===== config.mk =====
export PLATFORM = sky130hd
export DESIGN_NAME = led_program_player
export DESIGN_NICKNAME = d
export VERILOG_FILES = /design/src/rtl/led_program_player.sv
export SDC_FILE = /design/constraint.sdc
export NUM_CORES = 1
export LEC_CHECK = 0
export BUFFER_PORTS_ARGS = -buffer_cell sky130_fd_sc_hd__buf_2
export CAP_MARGIN = 40
export CORE_MARGIN = 2
export CORE_UTILIZATION = 50
export DETAILED_ROUTE_END_ITERATION = 10
export HOLD_SLACK_MARGIN = 0.05
export PLACE_DENSITY = 0.64
export SLEW_MARGIN = 40
export SYNTH_ARGS = -nofsm -noshare
export SYNTH_HDL_FRONTEND = slang
export SYNTH_SLANG_ARGS = --single-unit

===== constraint.sdc =====
create_clock -name clk -period 2.2 [get_ports clk]
set_input_delay 0 -clock clk [delete_from_list [all_inputs] [get_ports clk]]
set_output_delay 0 -clock clk [all_outputs]
set_load 0.005 [all_outputs]

===== src/rtl/led_program_player.sv =====
// rtl/led_program_player.sv - plays the selected LED animation, one frame per prescaled tick
module led_program_player #(
    parameter int N_LEDS    = 8,
    parameter int TICK_DIV  = 5_000_000,
    parameter int SNAKE_LEN = 3
) (
    input  logic              clk,
    input  logic              rst_n,
    input  logic [3:0]        program_sel,
    input  logic              enable,
    output logic [N_LEDS-1:0] leds,
    output logic              step_tick,
    output logic [3:0]        program_active
);
    localparam int PW = $clog2(TICK_DIV);
    localparam int AW = $clog2(N_LEDS);

    localparam logic [PW-1:0]     PRESC_LAST   = PW'(TICK_DIV - 1);
    localparam logic [AW-1:0]     POS_LAST     = AW'(N_LEDS - 1);
    localparam logic [N_LEDS-1:0] ONES         = '1;
    localparam logic [N_LEDS-1:0] SNAKE_L_INIT = ONES >> (N_LEDS - SNAKE_LEN);
    localparam logic [N_LEDS-1:0] SNAKE_R_INIT = ONES << (N_LEDS - SNAKE_LEN);

    localparam logic [3:0] P_SNAKE_L = 4'd1;
    localparam logic [3:0] P_SNAKE_R = 4'd2;
    localparam logic [3:0] P_BOUNCE  = 4'd3;
    localparam logic [3:0] P_FILL    = 4'd4;
    localparam logic [3:0] P_BLINK   = 4'd5;

    logic [PW-1:0]     presc;
    logic [AW-1:0]     pos;
    logic              dir_up;
    logic [N_LEDS-1:0] step_leds;
    logic [AW-1:0]     step_pos;
    logic              step_dir_up;
    logic              change;
    logic              wrap;

    function automatic logic [N_LEDS-1:0] init_frame(input logic [3:0] p);
        case (p)
            P_SNAKE_L: init_frame = SNAKE_L_INIT;
            P_SNAKE_R: init_frame = SNAKE_R_INIT;
            P_BOUNCE:  init_frame = N_LEDS'(1);
            P_BLINK:   init_frame = ONES;
            default:   init_frame = '0;
        endcase
    endfunction

    assign change = (program_sel != program_active);
    assign wrap   = (presc == PRESC_LAST);

    // Next frame if a step happens this cycle; codes 0 and 6..15 stay dark.
    always_comb begin
        step_leds   = '0;
        step_pos    = pos;
        step_dir_up = dir_up;
        case (program_active)
            P_SNAKE_L: step_leds = {leds[N_LEDS-2:0], leds[N_LEDS-1]};
            P_SNAKE_R: step_leds = {leds[0], leds[N_LEDS-1:1]};
            P_BOUNCE: begin
                if (dir_up) begin
                    if (pos == POS_LAST) begin
                        step_pos    = POS_LAST - 1'b1;
                        step_dir_up = 1'b0;
                    end else begin
                        step_pos = pos + 1'b1;
                    end
                end else begin
                    if (pos == '0) begin
                        step_pos    = AW'(1);
                        step_dir_up = 1'b1;
                    end else begin
                        step_pos = pos - 1'b1;
                    end
                end
                step_leds = N_LEDS'(1) << step_pos;
            end
            P_FILL:  step_leds = (leds == ONES) ? '0 : {leds[N_LEDS-2:0], 1'b1};
            P_BLINK: step_leds = ~leds;
            default: step_leds = '0;
        endcase
    end

    always_ff @(posedge clk or negedge rst_n) begin
        if (!rst_n) begin
            leds           <= '0;
            step_tick      <= 1'b0;
            program_active <= 4'd0;
            presc          <= '0;
            pos            <= '0;
            dir_up         <= 1'b1;
        end else if (change) begin
            // A new program wins over a coinciding step, even while frozen.
            program_active <= program_sel;
            presc          <= '0;
            pos            <= '0;
            dir_up         <= 1'b1;
            leds           <= init_frame(program_sel);
            step_tick      <= 1'b0;
        end else if (enable && wrap) begin
            presc     <= '0;
            leds      <= step_leds;
            pos       <= step_pos;
            dir_up    <= step_dir_up;
            step_tick <= 1'b1;
        end else begin
            if (enable) begin
                presc <= presc + 1'b1;
            end
            step_tick <= 1'b0;
        end
    end
endmodule


Word-level counts from Yosys, hierarchy flattened
Index checks and enable logic that the tools add are counted.

$add $sub $neg: 3. $mul: 0. Div/mod/pow operators: 0. $lt $le $gt $ge: 0. Equality and inequality tests: 13. Shifts and indexed selects: 1. Muxes and demuxes: 23. Bitwise gates (word level): 1. Reductions and logical operators: 6.

Operators with widths (count): 23-bit two-way mux (3); 8-bit case mux with 5 select lines (1); 8-bit case mux with 4 select lines (1); 8-bit two-way mux (3); 23-bit by 1-bit adder with 23-bit output, second input constant (1); 23-bit == test, second input constant (1); 3-bit two-way mux (7); 4-bit by 2-bit == test with 1-bit output, second input constant (4); 4-bit by 3-bit == test with 1-bit output, second input constant (3); 4-bit by 1-bit == test with 1-bit output, second input constant (2); 8-bit == test, second input constant (1); 1-bit two-way mux (8); 8-bit inverter (1); 1-bit by 3-bit left shift with 8-bit output, first input constant (1); 4-bit inequality test (1); 2-bit nonzero test (2); 3-bit by 1-bit adder with 3-bit output, second input constant (1); 3-bit == test, second input constant (1); 3-bit logical NOT (1); 3-bit nonzero test (1); 3-bit by 1-bit subtractor with 3-bit output, second input constant (1); 2-bit AND reduction (1); 1-bit logical AND (1).

Register bits: 40. Bits in latches: 0. Bits in writable memories: 0. Bits in read-only memories: 0. Output and inout bits: 13. Word-level logic and storage cells: 53. Memories: 0.

Depth between registers and ports, before layout
Gate-level depths: netlist of run 1.

Depth after elaboration: 8. Depth in mapped cells: 9.

Worst setup path after synthesis of run 1
OpenSTA, ideal clock, no wires.

Kind: reg2reg. Start: register program_active[1]. End: register presc[3]. Arrival: 1872 ps. Slack: 207 ps. Cell stages (with the launch flop): 9. Buffers on the path: 3. Path through: dfrtp_1 buf_6 xor2_2 or4_4 buf_6 buf_2 o21ai_1 xor2_1 nor2_1.

Longest elaborated chain between the ends: 2. Elaborated cells between the ends (all ways): 3.

Ends and longest elaborated chain: start: declaration (RTL line 13) `output logic [3:0] program_active`; start signal: assignment (RTL line 94) `program_active <= program_sel;`; 4-bit inequality test * (RTL line 49) `assign change = (program_sel != program_active);`; 3-bit nonzero test (no line) or 23-bit two-way mux (tied branches); end signal: assignment (RTL line 108) `presc <= presc + 1'b1;`; end: declaration (RTL line 30) `logic [PW-1:0] presc;`.

Mark *: on every way between the ends. The rest lies on a longest branch, timed or not. A chain may end at the register's enable or synchronous reset.

Worst setup path in the final report of run 1
Start: register presc[17]. End: register presc[15].

Longest elaborated chain between the ends: 4. Elaborated cells between the ends (all ways): 5.

Ends and longest elaborated chain: 23-bit == test * (RTL line 50) `assign wrap = (presc == PRESC_LAST);`; 1-bit logical AND * (RTL line 100) `end else if (enable && wrap) begin`; 23-bit two-way mux (RTL line 100); 23-bit two-way mux (RTL line 92) `end else if (change) begin`.

Marked as above.

==> results of run 1 <==
-- registers in the layout (all words and copies together) (netlist names) --
| name | count |
|---|---|
| pos | 3 |
| leds | 8 |
| program_active | 4 |
| presc | 23 |
| step_tick | 1 |
| dir_up | 1 |
-- cell families (layout without fill, tap and decap cells) --
logic type / after synthesis / in the layout / synth area share (%)
compound gates: 80 / 80 / 20.87
xor+xnor: 16 / 16 / 5.803
fa+ha+maj: 7 / 7 / 3.275
buf+inv: 23 / 57 / 5.568
flops: 40 / 40 / 37.48
mux: 3 / 3 / 1.170
simple gates: 116 / 116 / 25.83
-- how the worst max path moves through the flow --
stage | from | endpoint
floorplan | program_active[1]$_DFFE_PN0N_ | presc[3]$_DFFE_PN0P_
detailed placement | presc[17]$_DFFE_PN0P_ | presc[14]$_DFFE_PN0P_
global route | pos[1]$_DFFE_PN0P_ | leds[4]$_DFFE_PN0P_
finish | presc[17]$_DFFE_PN0P_ | presc[15]$_DFFE_PN0P_
CTS | presc[17]$_DFFE_PN0P_ | presc[11]$_DFFE_PN0P_
global placement | presc[17]$_DFFE_PN0P_ | presc[20]$_DFFE_PN0P_
-- per-layer routing --
metal,global-route usage [%],vias to the layer above,wire length (um)
met2,33.30,58,2849
li1,-,1135,-
met5,0,-,0
met3,4.000,6,265
met4,4.821,0,46
met1,36.79,1121,3203
-- synth_stat cells, drive strengths merged, types with 2 or more instances --
cell | instances | share of area (%)
a211oi | 2 | 0.56
a21oi | 15 | 3.1
a221oi | 6 | 2.0
a22oi | 6 | 1.7
and2 | 3 | 0.70
and4 | 9 | 3.0
buf | 11 | 3.3
clkbuf | 7 | 1.4
dfrtp | 39 | 36
ha | 7 | 3.3
inv | 4 | 0.56
mux2i | 2 | 0.75
nand2 | 20 | 2.8
nand2b | 3 | 0.70
nand3 | 12 | 2.4
nand3b | 3 | 0.84
nand4 | 4 | 0.94
nor2 | 28 | 3.9
nor2b | 3 | 0.70
nor3 | 6 | 1.5
nor3b | 2 | 0.56
nor4 | 2 | 1.0
nor4b | 3 | 0.98
o2111ai | 5 | 1.6
o211ai | 7 | 2.0
o21ai | 26 | 5.3
o22ai | 3 | 0.70
o32ai | 3 | 0.98
or3 | 7 | 1.8
or3b | 2 | 0.66
or4 | 3 | 0.98
or4b | 2 | 0.89
xor2 | 15 | 5.5
-- worst min-delay path, stage by stage --
cell                       delay, ns
sky130_fd_sc_hd__buf_2          0.21
sky130_fd_sc_hd__nand3b_1       0.13
sky130_fd_sc_hd__a21oi_1        0.06
-- through the flow --
stage,hold slack [ns],area (sq um),util (%),power (uW),worst slack [ns]
final,0.1519,3022,58.79,1414,0.09952
after CTS,0.1376,3018,58.71,1431,0.1002
after detailed placement,0.01826,2890,56.23,956.2,0.1216
after global routing,0.1715,3022,58.79,1492,0.01398
after floorplan,-0.2956,2674,-,881.7,0.2068
after global placement,0.1680,2888,56.18,954.8,0.1591
-- repair_timing --
action | in CTS | in global routing
setup endpoints to repair | 0 | 4
resized for setup | 0 | 2
hold buffers | 5 | 0
endpoints found under the hold margin | 45 | 0
-- power by group --
part / internal (uW) / total (uW) / switching (uW)
Combinational: 74.5 / 186 / 111
Sequential: 749 / 763 / 14.3
Clock: 216 / 465 / 249
Total: 1040 / 1410 / 375
-- layout make-up --
cell class              instances  area share (%)
multi-input cells             222           50.52
repair buffers                 46           10.35
clock buffers                   6           2.402
inverters                       4          0.4969
clock inverters                 1          0.1656
well taps                      70           2.899
flip-flops and latches         40           33.17
==> results, run 1 <==
- The worst hold path terminates at presc[0]$_DFFE_PN0P_.
- In the final layout, the share of cells above drive strength 1 is 21.63%.
- The post-route setup TNS is 0 ns.
- Measured along the y axis, the die boundary spans 77.13 um.
- The number of buffers created by CTS is 5.
- The final cycle utilization of the critical path is 95.48%.
- In this run, placement finished with an instance count of 377.
- Averaged over all synthesized cells, the footprint is 9.382 sq um.
- The register bit total from synthesis is 40.
- The wire-length estimate of the detail-placed layout is 4498 um.
- The most instantiated flip-flop cell in the synthesis netlist is sky130_fd_sc_hd__dfrtp_1.
- Along the worst hold path, the cell count comes to 3.
- Derived from the worst setup path, the maximum achievable clock frequency is 0.4761 GHz.
- The clock tree from TritonCTS is yes.
- The initial antenna violation count is 0.
- The number of nets in the synthesized netlist is 299.
- The worst path needs 2.100 ns of the cycle, external delays included.
- The worst-path cell with the longest stage delay is sky130_fd_sc_hd__or4b_4.
- The net count of the finished layout is 333.
- For the pin with the worst max-slew slack, the measured transition is 0.6906 ns.
- In this run the power density over the cells is 467.9 mW/mm^2.
- In the synthesized netlist, the number of instances is 285.
- The pin count of the biggest net entering global routing is 41.
- Clock-pin slew was measured on the worst setup and hold paths at 0.07 ns.
- The H-tree level count is 2.
- The buffer depth of the longest clock path is 2.
- 0 antenna diodes ended up in the layout.
- Across the run, the number of max-cap violations was 0.
- Across all register-to-register paths, the minimum setup slack is 0.1 ns.
- The worst clock skew is 0.002854 ns.
- Wires add up to 6364 um.
- The critical path arrival is 2.28 ns.
- The leading cell type in the layout, fill and taps excluded is sky130_fd_sc_hd__dfrtp_1.
- The clock root buffer is sky130_fd_sc_hd__clkbuf_8.
- In this run the critical register-to-register path is captured at presc[15]$_DFFE_PN0P_.
- The count of unresolved DRC violations after routing is 0.
- The proportion of synthesized chip area in sequential cells is 37.48%.
- The number of max-slew violations in the final report is 0.
- STA classifies the critical path startpoint as a flip-flop.
- After clock tree synthesis, the setup repair step added 0 buffers.
- The routed layout has 2320 vias.
- The floorplan has 26 rows.
- The later pin in the worst-skew pair is clocked with a latency of 0.29 ns.
- Summed over all layers, the global routing overflow is 0.
- The delay of the slowest critical-path stage is 0.57 ns.
- The horizontal extent of the die is 77.13 um.
- The residual antenna-violating net count after detailed routing is 0.
- At the end of routability-driven placement, the weighted congestion stood at 0.8616.
- The number of unique standard cell types used by synthesis is 63.
- The floorplan step defined a die boundary enclosing 0.005948 sq mm.
- For this run, the number of Yosys warnings is 0.
- Walking the worst path, the cells encountered are or4b_4 > or3_4 > o21ai_4 > buf_4 > a21oi_1.
- The initial cell density of the core is 52.02%.
- The number of global-route vias before repair is 2237.
- Leaving out fill and tap cells, the most frequent cells in the layout are 39 x sky130_fd_sc_hd__dfrtp_1, 28 x sky130_fd_sc_hd__nor2_1, 23 x sky130_fd_sc_hd__buf_4.
- The number of cells on the worst reg-to-reg path is 5.
- The async set or reset register ratio after synthesis is 100.0%.
- The number of vias per cell after detailed routing is 5.964.
- The worst register-to-register path begins at presc[17]$_DFFE_PN0P_.
- The hold violation count in the final report is 0.
- The first global-routing pass estimated 11160 um of wire.
- Data on the critical path is required at its endpoint by 2.38 ns.
- The register area is 0.001002 sq mm.
- The number of endpoints failing setup at the final stage is 0.
- The kind of cell with the highest combined delay on the critical path is simple AND/OR/NAND/NOR gates.
- The worst-case IR drop observed on VDD is 297.4 uV.
- The detailed router finished its first iteration with 188 violations.
- The global routing usage summed across all routing layers is 23.34%.
- The startpoint of the tightest hold check path is enable.
- The combined area of the multi-input logic cells is 0.001526 sq mm.
- Clock tree synthesis found a total of 40 sinks.
- The count of buffers inserted at the top-level ports is 19.
- The first TritonRoute pass finished after 5 iterations.
- Relative to the synthesized area, the layout overhead comes to 13.01%.
- The run finished with clean final reports.
- The critical path in this run is classified as flip-flop to flip-flop.
- The area inside the core boundary is 0.005140 sq mm.
- STA classifies the critical path endpoint as a flip-flop.
- Headroom to the max-slew limit came out at 53.31%.
- The worst hold path belongs to the class input port to flip-flop.
- The final cell count without fillers is 389.
- The buffers plus inverters on the worst setup path is 1.
- In this run, synthesis inferred 0 flip-flops with an integrated enable.
- The routed length per instance is 16.36 um.
- The synthesized netlist occupies a cell area of 0.002674 sq mm.
- Setup repair after global routing left no endpoint under its margin.
- 20 I/O pins were placed.
- The total number of cells along the worst setup path is 5.
- The worst-path maximum fanout is 13.
- The total of fill cells in the finished design is 484.
- The analysis attributes to cell leakage a power of 0.001237 uW.
No activity file was read; power rests on OpenSTA's default activity.
==> inputs of run 2 (changes only) <==
ABC_AREA = 1   (was default)
SLEW_MARGIN = default   (was 40)
==> results, run 2 <==
- The power density of the placed cells was 440.1 mW/mm^2 (was 467.9 mW/mm^2).
- The clock tree from TritonCTS is yes (unchanged).
- The hold violation count in the final report was 0 (unchanged).
- The wire length reported by the detailed router is 7508 um (was 6364 um).
- The cell internal power dissipation is 1062 uW (was 1039 uW).
- The switching power came to 380.5 uW (was 375.0 uW).
- The launching element type of the critical path is a flip-flop (unchanged).
- The area enclosed by the die boundary is 0.006613 sq mm (was 0.005948 sq mm).
- The buffers inserted during post-CTS setup optimization is 0 (unchanged).
- The critical path arrival was 2.17 ns (was 2.28 ns).
- The portion of netlist area occupied by mux cells is 0.3349% (was 1.170%).
- The combined area of the multi-input logic cells was 0.001690 sq mm (was 0.001526 sq mm).
- The clock group share of total power was 35.6% (was 32.9%).
- The clock root buffer is sky130_fd_sc_hd__clkbuf_8 (unchanged).
- The placer congestion estimate is 0.9769 (was 0.8616).
- The xor-xnor portion of the synthesized cell area is 4.102% (was 5.803%).
- Commonest cells after routing, fill and taps aside: 157 x sky130_fd_sc_hd__nand2_1, 52 x sky130_fd_sc_hd__inv_1, 48 x sky130_fd_sc_hd__nor2_1 (was 39 x sky130_fd_sc_hd__dfrtp_1, 28 x sky130_fd_sc_hd__nor2_1, 23 x sky130_fd_sc_hd__buf_4).
- The worst-path cell with the longest stage delay is sky130_fd_sc_hd__dfrtp_1 (was sky130_fd_sc_hd__or4b_4).
- The number of cells produced by synthesis came to 451 (was 285).
- The worst clock skew was 0.005722 ns (was 0.002854 ns).
- The number of endpoints failing setup at the final stage is 0 (unchanged).
- The reg-to-reg critical path startpoint is presc[0]$_DFFE_PN0P_ (was presc[17]$_DFFE_PN0P_).
- The number of hold-repair buffers added at the cts stage is 5 (unchanged).
- The number of nets in the final layout is 487 (was 333).
- The number of cell rows is 28 (was 26).
- Cell types occupying the most area after synthesis: sky130_fd_sc_hd__dfrtp_1 33%, sky130_fd_sc_hd__nand2_1 20%, sky130_fd_sc_hd__inv_1 6.5% (was sky130_fd_sc_hd__dfrtp_1 36%, sky130_fd_sc_hd__xor2_1 4.3%, sky130_fd_sc_hd__nor2_1 3.9%).
- The final cell utilization of the core is 56.03% (was 58.79%).
- Setup repair after global routing missed its margin: no (unchanged).
- The most common cell in the synthesized netlist is sky130_fd_sc_hd__nand2_1 (was sky130_fd_sc_hd__dfrtp_1).
- The number of synthesized flops with an enable pin is 0 (unchanged).
- The pin count of the biggest net entering global routing came to 22 (was 41).
- The register ranked first by flip-flop count is presc (unchanged).
- The number of resized instances in the post-cts repair step was 0 (unchanged).
- Outcome: finished clean (unchanged).
- The class of the tightest hold or removal check is input port to flip-flop (unchanged).
- The number of cells on the worst reg-to-reg path came to 8 (was 5).
- The number of max-cap violations is 0 (unchanged).
- The H-tree level count is 2 (unchanged).
- The share of cells above drive strength 1 is 10.34% (was 21.63%).
- The routed length per instance is 13.68 um (was 16.36 um).
- The post-synthesis area per instance is 6.628 sq um (was 9.382 sq um).
- The proportion of synthesized chip area in sequential cells is 33.53% (was 37.48%).
- The transition time at the pin with the least slew margin is 0.5251 ns (was 0.6906 ns).
- The number of diodes came to 0 (unchanged).
- The buffer depth of the longest clock path is 2 (unchanged).
- The count of buffers inserted at the top-level ports is 19 (unchanged).
- The type of the setup path with the least slack is flip-flop to flip-flop (unchanged).
- The end of the worst register-to-register path is pos[0]$_DFFE_PN0P_ (was presc[15]$_DFFE_PN0P_).
- The number of search-and-repair iterations in the first detailed-routing pass was 5 (unchanged).
- Crit-path cells: ha_1 > nand3_4 > nor2_8 > nand3_2 > nor2_4 > nand2_1 > o21ai_0 > a21oi_1 (was or4b_4 > or3_4 > o21ai_4 > buf_4 > a21oi_1).
- The cell type with the highest aggregate area in the netlist is sky130_fd_sc_hd__dfrtp_1 (unchanged).
- The number of warnings printed during yosys synthesis came to 0 (unchanged).
- The register bit total from synthesis is 40 (unchanged).
- The clock edge transition at the registers on the reported setup and hold paths came to 0.08 ns (was 0.07 ns).
- The fraction of the mapped netlist area in simple logic gates is 42.95% (was 25.83%).
- The register area is 0.001002 sq mm (unchanged).
- The most instantiated flip-flop cell in the synthesis netlist is sky130_fd_sc_hd__dfrtp_1 (unchanged).
- The number of max-slew violations in the final report is 0 (unchanged).
- The clock latency on the worst-skew pair came to 0.29 ns (about the same).
- The combined area of all synthesized cells is 0.002989 sq mm (was 0.002674 sq mm).
- The worst-path maximum fanout is 7 (was 13).
- The number of flip-flops under the largest register name is 23 (unchanged).
- The number of unique standard cell types used by synthesis is 35 (was 63).
- The fraction of the mapped netlist area in compound gates is 6.237% (was 20.87%).
- The final cycle utilization of the critical path was 90.71% (was 95.48%).
- The kind of cell with the highest combined delay on the critical path is simple AND/OR/NAND/NOR gates (unchanged).
- The fraction of power consumed by sequential logic is 53.8% (was 54.0%).
- The synthesis-to-finish area growth came to 9.669% (was 13.01%).
- The post-synthesis share of cell area spent on full adders, half adders and majority gates is 2.930% (was 3.276%).
- The async set or reset register ratio after synthesis came to 100.0% (unchanged).
- The total number of vias was 2901 (was 2320).
- The endpoint of the worst hold path is presc[21]$_DFFE_PN0P_ (was presc[0]$_DFFE_PN0P_).
- The number of vias per cell after detailed routing is 5.284 (was 5.964).
- The buffers plus inverters on the worst setup path came to 0 (was 1).
- The count of cells along the worst hold path is 4 (was 3).
- The number of placed I/O pins is 20 (unchanged).
- The number of buffers created by CTS is 5 (unchanged).
- The largest family of logic cells by synthesized area is simple AND/OR/NAND/NOR gates (unchanged).
- The area inside the core boundary is 0.005851 sq mm (was 0.005140 sq mm).
- The total of fill cells in the finished design is 574 (was 484).
- The residual antenna-violating net count after detailed routing is 0 (unchanged).
- The horizontal extent of the die is 81.32 um (was 77.13 um).
- The global routing usage summed across all routing layers is 24.63% (was 23.34%).
- The worst slew slack as a fraction of its limit was 64.72% (was 53.31%).
- The synthesized netlist net count is 465 (was 299).
- The data required time of the worst path is 2.37 ns (was 2.38 ns).
- The global-route wire length before repair came to 12590 um (was 11160 um).
- The initial cell density of the core is 51.09% (was 52.02%).
- The number of global-route vias before repair is 2712 (was 2237).
- The setup slack of the most critical reg-to-reg path is 0.20 ns (was 0.1 ns).
- The detailed placement HPWL was 5691 um (was 4498 um).
- The initial DRC count is 168 (was 188).
- The count of unresolved DRC violations after routing is 0 (unchanged).
- The delay of the slowest critical-path stage is 0.47 ns (was 0.57 ns).
- The leading cell type in the layout, fill and taps excluded is sky130_fd_sc_hd__nand2_1 (was sky130_fd_sc_hd__dfrtp_1).
- The startpoint of the tightest hold check path is enable (unchanged).
- Largest regs: presc (23), leds (8), program_active (4) (unchanged).
- The static leakage is 0.001629 uW (was 0.001237 uW).
- The height of the die is 81.32 um (was 77.13 um).
- The number of clock sinks came to 40 (unchanged).
- The post-route setup TNS is 0 ns (unchanged).
- The highest ir drop seen on vdd is 220.0 uV (was 297.4 uV).
- The post-route minimum period was 1.996 ns (was 2.100 ns).
- The maximum clock rate came to 0.5011 GHz (was 0.4761 GHz).
- The share of the synthesized area in the top cell type came to 32.65% (was 36.50%).
- Ranking of synthesized cells by instance count: 157 x sky130_fd_sc_hd__nand2_1, 52 x sky130_fd_sc_hd__inv_1, 48 x sky130_fd_sc_hd__nor2_1, 39 x sky130_fd_sc_hd__dfrtp_1, 37 x sky130_fd_sc_hd__nand3_1 (was 39 x sky130_fd_sc_hd__dfrtp_1, 28 x sky130_fd_sc_hd__nor2_1, 20 x sky130_fd_sc_hd__nand2_1, 17 x sky130_fd_sc_hd__o21ai_0).
- The switching share of power is 26.37% (was 26.52%).
- The initial antenna violation count was 0 (unchanged).
- The share of power burned in combinational logic is 10.6% (was 13.2%).
- The kind of capture point of the worst setup path is a flip-flop (unchanged).
- The global-route congestion overflow total came to 0 (unchanged).
==> run 2: cell types whose count changed in the layout (fill, tap and decap cells not counted), moves of 14 or more <==
| cell | before | now |
|---|---|---|
| sky130_fd_sc_hd__buf_4 | 23 | 2 |
| sky130_fd_sc_hd__inv_1 | 4 | 52 |
| sky130_fd_sc_hd__nand2_1 | 20 | 157 |
| sky130_fd_sc_hd__nand3_1 | 11 | 37 |
| sky130_fd_sc_hd__nand4_1 | 4 | 18 |
| sky130_fd_sc_hd__nor2_1 | 28 | 48 |
==> run 2: power groups by stage <==
stage | registers (uW) | clock network [uW] | logic (uW)
2_1_floorplan | 784 | 0 | 92.5
3_3_place_gp | 790 | 0 | 140
5_1_grt | 779 | 561 | 173
3_5_place_dp | 790 | 0 | 147
4_1_cts | 776 | 534 | 154
6_report | 776 | 514 | 153
==> run 2: cell families after synthesis <==
logic type,count (synthesis)
xor gates and xnor gates,14
muxes,1
and+or+nand+nor,288
AOI/OAI and AO/OA,34
adders and majority gates,7
buffers and inverters,67
DFF,40
==> run 2: layout make-up <==
type | instances | share of cell area (%)
Sequential cell | 40 | 30.57
Inverter | 55 | 6.527
Timing Repair Buffer | 27 | 5.725
Clock buffer | 8 | 2.748
Multi-Input combinational cell | 344 | 51.56
Tap cell | 75 | 2.863
==> run 2: worst max-delay path by stage <==
| stage | start | endpoint | slack [ns] | depth (start not counted) |
|---|---|---|---|---|
| final | presc[0]$_DFFE_PN0P_ | pos[0]$_DFFE_PN0P_ | 0.20 | 8 |
| after global routing | presc[0]$_DFFE_PN0P_ | pos[0]$_DFFE_PN0P_ | 0.04 | 8 |
| after CTS | presc[0]$_DFFE_PN0P_ | pos[0]$_DFFE_PN0P_ | 0.23 | 8 |
| after detailed placement | presc[0]$_DFFE_PN0P_ | pos[0]$_DFFE_PN0P_ | 0.25 | 8 |
| after global placement | presc[0]$_DFFE_PN0P_ | pos[0]$_DFFE_PN0P_ | 0.25 | 8 |
| after floorplan | pos[0]$_DFFE_PN0P_ | leds[6]$_DFFE_PN0P_ | 0.50 | 11 |
==> run 2: per-layer routing <==
metal  vias up  wire, um  GRT usage [%]
li1       1467         -              -
met1      1345      3250          29.83
met2        72      3850          44.59
met3        17       261          3.333
met4         0       146          8.136
met5         -         0              0
==> run 2: through the flow <==
step                      instances  setup WS [ns]  area [sq um]  total power (uW)  hold slack [ns]
after CTS                       549         0.2338          3278              1464           0.1980
after global placement          535         0.2507          3110             929.8           0.1531
after global routing            549        0.03957          3278              1513           0.2156
after detailed placement        536         0.2534          3138             937.8        -0.001311
final                           549         0.2044          3278              1443           0.2021
after floorplan                 451         0.5039          2989             876.8          -0.2956
==> run 2: worst min-delay path, stage by stage <==
cell and delay, ns:
sky130_fd_sc_hd__buf_2 0.12, sky130_fd_sc_hd__buf_4 0.19, sky130_fd_sc_hd__nand4_1 0.11, sky130_fd_sc_hd__nand2_1 0.04
